`src/rtl/lock_pkg.sv`:
```
// Shared types and widths for the lock timing/attempt-policy controller.
package lock_pkg;

  localparam int unsigned SECS_W  = 6;
  localparam int unsigned FAIL_W  = 3;
  localparam int unsigned PRESC_W = 29;

  localparam int unsigned DEF_TICK_DIV    = 100_000_000;
  localparam int unsigned DEF_MAX_FAILS   = 3;
  localparam int unsigned DEF_ENTRY_SEC   = 10;
  localparam int unsigned DEF_LOCKOUT_SEC = 30;

  typedef enum logic [1:0] {
    ST_IDLE    = 2'd0,
    ST_ENTRY   = 2'd1,
    ST_LOCKOUT = 2'd2
  } state_e;

endpackage

```
`src/rtl/tick_prescaler.sv`:
```
// Free-running seconds prescaler; emits a one-cycle enable in the last cycle of each period.
module tick_prescaler
  import lock_pkg::*;
#(
  parameter int unsigned TICK_DIV = DEF_TICK_DIV
) (
  input  logic clk_in,
  input  logic rst,
  input  logic clear,
  output logic tick
);

  localparam logic [PRESC_W-1:0] LAST = PRESC_W'(TICK_DIV - 1);

  logic [PRESC_W-1:0] r_cnt;
  logic [PRESC_W-1:0] w_cnt_nxt;
  logic               r_tick;

  always_comb begin
    w_cnt_nxt = r_cnt + PRESC_W'(1);
    if (clear || (r_cnt == LAST)) begin
      w_cnt_nxt = '0;
    end
  end

  // Tick register tracks the count so it is high exactly while the count sits at LAST.
  always_ff @(posedge clk_in) begin
    if (rst) begin
      r_cnt  <= '0;
      r_tick <= 1'b0;
    end else begin
      r_cnt  <= w_cnt_nxt;
      r_tick <= (w_cnt_nxt == LAST);
    end
  end

  assign tick = r_tick;

endmodule

```
`src/rtl/lock_timer_ctrl.sv`:
```
// Entry-timeout / lockout sequencer and consecutive-failure counter for the digital lock.
module lock_timer_ctrl
  import lock_pkg::*;
#(
  parameter int unsigned TICK_DIV    = DEF_TICK_DIV,
  parameter int unsigned MAX_FAILS   = DEF_MAX_FAILS,
  parameter int unsigned ENTRY_SEC   = DEF_ENTRY_SEC,
  parameter int unsigned LOCKOUT_SEC = DEF_LOCKOUT_SEC
) (
  input  logic              clk_in,
  input  logic              rst,
  input  logic              key_press,
  input  logic              code_submit,
  input  logic              code_ok,
  output logic              tick_1hz,
  output logic              entry_active,
  output logic              locked_out,
  output logic              unlock,
  output logic              timeout,
  output logic [FAIL_W-1:0] fail_count,
  output logic [SECS_W-1:0] secs_left
);

  localparam logic [FAIL_W-1:0] FAIL_MAX = FAIL_W'(MAX_FAILS);

  state_e            r_state;
  state_e            w_state_nxt;
  logic [SECS_W-1:0] r_secs;
  logic [SECS_W-1:0] w_secs_nxt;
  logic [FAIL_W-1:0] r_fail;
  logic [FAIL_W-1:0] w_fail_nxt;
  logic [FAIL_W-1:0] w_fail_inc;
  logic              r_entry;
  logic              r_locked;
  logic              r_unlock;
  logic              r_timeout;
  logic              w_unlock;
  logic              w_timeout;
  logic              w_clear;
  logic              w_tick;

  tick_prescaler #(
    .TICK_DIV (TICK_DIV)
  ) u_presc (
    .clk_in (clk_in),
    .rst    (rst),
    .clear  (w_clear),
    .tick   (w_tick)
  );

  assign w_fail_inc = r_fail + FAIL_W'(1);

  // Submission beats key_press, which beats tick expiry; LOCKOUT ignores keypad input.
  always_comb begin
    w_state_nxt = r_state;
    w_secs_nxt  = r_secs;
    w_fail_nxt  = r_fail;
    w_unlock    = 1'b0;
    w_timeout   = 1'b0;
    w_clear     = 1'b0;
    case (r_state)
      ST_IDLE, ST_ENTRY: begin
        if (code_submit) begin
          if (code_ok) begin
            w_unlock    = 1'b1;
            w_fail_nxt  = '0;
            w_state_nxt = ST_IDLE;
            w_secs_nxt  = '0;
          end else if (w_fail_inc >= FAIL_MAX || r_fail >= FAIL_MAX) begin
            w_fail_nxt  = FAIL_MAX;
            w_state_nxt = ST_LOCKOUT;
            w_secs_nxt  = SECS_W'(LOCKOUT_SEC);
            w_clear     = 1'b1;
          end else begin
            w_fail_nxt  = w_fail_inc;
            w_state_nxt = ST_IDLE;
            w_secs_nxt  = '0;
          end
        end else if (key_press) begin
          w_state_nxt = ST_ENTRY;
          w_secs_nxt  = SECS_W'(ENTRY_SEC);
          w_clear     = 1'b1;
        end else if (w_tick && (r_state == ST_ENTRY)) begin
          if (r_secs == SECS_W'(1)) begin
            w_secs_nxt  = '0;
            w_timeout   = 1'b1;
            w_state_nxt = ST_IDLE;
          end else if (r_secs != '0) begin
            w_secs_nxt = r_secs - SECS_W'(1);
          end
        end
      end
      ST_LOCKOUT: begin
        if (w_tick) begin
          if (r_secs == SECS_W'(1)) begin
            w_secs_nxt  = '0;
            w_fail_nxt  = '0;
            w_state_nxt = ST_IDLE;
          end else if (r_secs != '0) begin
            w_secs_nxt = r_secs - SECS_W'(1);
          end
        end
      end
      default: begin
        w_state_nxt = ST_IDLE;
        w_secs_nxt  = '0;
      end
    endcase
  end

  always_ff @(posedge clk_in) begin
    if (rst) begin
      r_state   <= ST_IDLE;
      r_secs    <= '0;
      r_fail    <= '0;
      r_entry   <= 1'b0;
      r_locked  <= 1'b0;
      r_unlock  <= 1'b0;
      r_timeout <= 1'b0;
    end else begin
      r_state   <= w_state_nxt;
      r_secs    <= w_secs_nxt;
      r_fail    <= w_fail_nxt;
      r_entry   <= (w_state_nxt == ST_ENTRY);
      r_locked  <= (w_state_nxt == ST_LOCKOUT);
      r_unlock  <= w_unlock;
      r_timeout <= w_timeout;
    end
  end

  assign tick_1hz     = w_tick;
  assign entry_active = r_entry;
  assign locked_out   = r_locked;
  assign unlock       = r_unlock;
  assign timeout      = r_timeout;
  assign fail_count   = r_fail;
  assign secs_left    = r_secs;

endmodule

```
`config.mk`:
```
export PLATFORM = sky130hd
export DESIGN_NAME = lock_timer_ctrl
export DESIGN_NICKNAME = d
export VERILOG_FILES = /design/src/rtl/lock_pkg.sv /design/src/rtl/tick_prescaler.sv /design/src/rtl/lock_timer_ctrl.sv
export SDC_FILE = /design/constraint.sdc
export NUM_CORES = 1
export LEC_CHECK = 0
export BUFFER_PORTS_ARGS = -buffer_cell sky130_fd_sc_hd__buf_4
export CAP_MARGIN = 15
export CORE_MARGIN = 2
export CORE_UTILIZATION = 60
export CTS_CLUSTER_SIZE = 28
export DETAILED_ROUTE_END_ITERATION = 6
export GPL_TIMING_DRIVEN = 1
export PLACE_DENSITY = 0.84
export SLEW_MARGIN = 20
export SYNTH_ARGS = -nofsm -noshare
export SYNTH_HDL_FRONTEND = slang
export SYNTH_HIERARCHICAL = 1
export SYNTH_SLANG_ARGS = --single-unit
```
`constraint.sdc`:
```
create_clock -name clk_in -period 3.47 [get_ports clk_in]
set_clock_uncertainty 0.2 [all_clocks]
set_input_delay 0.694 -clock clk_in [delete_from_list [all_inputs] [get_ports clk_in]]
set_output_delay 0.694 -clock clk_in [all_outputs]
set_load 0.1 [all_outputs]
```
==> results.py <==
metrics = {
    "run_status": {
        "status": "completed",
    },
    "setup_path": {
        "r2r-start": "u_presc/r_cnt[0]",
        "cp_data_arrival_time_ps": 2820,
        "critPathMaxStageDelay_ps": 470,
        "r2r_slack_ps": 670,
        "worstPathCellList": "ha_1 > nand4_1 > nor4_2 > mux2_2 > a211o_2 > a2111oi_2 > nor4b_2",
        "r2r_end": "u_presc/tick",
        "cp_max_fo": 6,
        "path_class": "reg2reg",
        "worstSetupEndpointType": "flop",
        "required_ps": 3490,
        "crit_path_start_kind": "flop",
        "cp_slowest_cell": "nor4_2",
        "r2r.worst_path.cells": 7,
    },
    "clock_tree": {
        "clk-insertion-delay-late_ps": 300,
        "cts_tree": "yes",
        "ctsHoldBuffers": 0,
        "cts-root-buf": "clkbuf_8",
        "cts-resized-gates": 0,
        "clock_sinks": 45,
        "clock_path_buffers": 2,
        "cts_made_buffers": 5,
        "clkTransAtPathRegs_ps": 90,
        "cts_max_level": 2,
        "cts_setup_buffers": 0,
    },
    "logic_synthesis": {
        "yosysSeqAreaShare_pct": 35.4,
        "synth_top_area_share_pct": 35.4,
        "synth_edf_count": 0,
        "yosys.area.top_type": "dfxtp_1",
        "ys_ff_latch": 45,
        "yosys_warnings": 6,
        "synth_area_leaders": "dfxtp_1 35%, nor2_1 6.3%, xnor2_1 4.5%, xor2_1 3.8%, nand2_1 3.4%",
        "synth_cell_types": 64,
        "syn_area_per_cell_sq_um": 8.32,
        "syn_area_sq_um": 2550,
        "ys.flop_type": "dfxtp_1",
        "synthArstFlopShare_pct": 0,
        "synthCells": 306,
        "syn_nets": 315,
    },
    "floorplan": {
        "die_area_sq_um": 4780,
        "die_w_microns": 69.1,
        "start_util_pct": 63.2,
        "std_cell_rows": 23,
        "num_io_pins": 19,
        "die_h_microns": 69.1,
        "core-area_sq_um": 4030,
    },
    "grt": {
        "grt.total_usage_pct": 23.6,
        "grt_first_pass_wirelength_mm": 9.43,
        "antenna_found_initial": 0,
        "grt_max_degree": 30,
        "grt_overflow": 0,
        "grt_pass1_vias": 2080,
    },
    "placed_design": {
        "hpwl_mm": 4.05,
        "placed_cells": 363,
        "gp_congestion": 0.927,
        "dpl_cell_area_sq_um": 2690,
        "port_buffers": 18,
        "post-place-ws_ps": 709,
    },
    "timing": {
        "setup_viol": 0,
        "fin_setup_tns_ps": 0,
        "final_hold_viol_count": 0,
        "slew_viol_final": 0,
        "timing.final.ws_setup_ps": 665,
        "max-slew-margin-rel_pct": 62.8,
        "min_period_ps": 2800,
        "rsz0062_at_grt": "no",
        "fin_crit_sh_pct": 80.8,
        "fmax_mhz": 357,
        "hold_ws_ps": 287,
        "worstMarginPinSlew_ps": 551,
    },
    "routing": {
        "drtAntennaViolNets": 0,
        "vias_per_cell": 6.08,
        "wl_per_cell_microns": 15.0,
        "routed_wl_mm": 5.58,
        "vias": 2255,
        "dr.pass1.iters": 4,
        "route.detailed.drc": 0,
        "drt_iter0_drc": 145,
    },
    "power_and_ir_drop": {
        "power_density_nw_per_um2": 405,
        "leakage_nw": 0.952,
        "power_mw": 1.14,
        "irDropWorstVdd_mv": 0.325,
    },
    "worst_hold_path": {
        "holdPathEnd": "u_presc/r_cnt[0]",
        "min-delay-start": "u_presc/r_cnt[0]",
        "hold_depth": 1,
        "hold_class": "reg2reg",
    },
    "finish": {
        "n_antenna_cell": 0,
        "mostFrequentLayoutCell": "dfxtp_1",
        "finalInstanceArea_sq_um": 2810,
        "fin_util_pct": 69.7,
        "layout.cells.non_filler": 371,
        "syn_to_final_growth_pct": 10.2,
        "nets": 329,
        "drive_above_1_share_pct": 16.8,
        "final_cell_mix": "45 x dfxtp_1, 43 x nor2_1, 23 x nand2_1, 19 x buf_4, 14 x a21oi_1",
    },
    "job": {
        "max_cap_violations": 0,
    },
}
[worst max-delay path by stage]
stage	from	slack, ps	end	cells past startpoint
after floorplan	fail_count[2]	830	u_presc/r_cnt[11]	8
after global placement	u_presc/r_cnt[0]	810	u_presc/tick	7
after detailed placement	u_presc/r_cnt[0]	710	u_presc/tick	7
after CTS	u_presc/r_cnt[0]	660	u_presc/tick	7
after global routing	u_presc/r_cnt[0]	540	u_presc/tick	7
final	u_presc/r_cnt[0]	670	u_presc/tick	7
[critical path: cells and delay by family (launching register included)]
family          cells  cell delay [ps]
simple gates        3              860
compound gates      2              620
flops               1              400
mux                 1              390
fa+ha+maj           1              260
[cell type report]
class | instances | area, sq um
inverters | 9 | 33.8
well taps | 50 | 62.6
flip-flops and latches | 45 | 901
fillers | 328 | 1220
repair buffers | 19 | 143
multi-input cells | 240 | 1550
clock inverters | 3 | 46.3
clock buffers | 5 | 68.8
[Yosys cell counts, types with 3 or more instances]
cell type	number
dfxtp_1	45
nor2_1	43
nand2_1	23
a21oi_1	14
xnor2_1	13
nand4_1	12
xor2_1	11
nand3_1	10
inv_1	9
nor3_1	8
nor2b_1	7
o21ai_0	7
and3_1	6
nand2b_1	6
or3_1	6
clkbuf_1	5
nor4_1	5
ha_1	4
and4_1	3
buf_2	3
buf_4	3
mux2_2	3
nand4b_1	3
or4_1	3
[per-layer routing]
metal	share of wire, %	global-route usage, %	vias up	routed length [microns]
met1	46	32.2	1039	2590
met2	46	35.6	62	2590
li1	-	-	1141	-
met5	0	0	-	0
met3	5.2	5.99	13	289
met4	1.9	9.80	0	107
[state kept, by name, summed over array words and instances (netlist names)]
signal	cells
u_presc/r_cnt	29
r_state	2
u_presc/tick	1
fail_count	3
secs_left	6
locked_out	1
unlock	1
timeout	1
entry_active	1
[cells by family (layout without fill, tap and decap cells)]
family          Yosys count  count (layout)  share of synthesized area [%]
fa+ha+maj                 4               4                           1.97
mux                       3               3                           1.33
buf+inv                  21              36                           3.83
flops                    45              45                           35.4
compound gates           49              49                           13.2
xor+xnor                 24              24                           8.26
simple gates            160             160                           36.0
[power by group]
part / internal (mW) / leakage, nW / total (mW) / switching, mW
sequential: 0.528 / 0.364 / 0.544 / 0.0160
clock: 0.216 / 0.0543 / 0.400 / 0.185
combinational: 0.0606 / 0.534 / 0.193 / 0.132
Power figures use the tool's default switching activity.
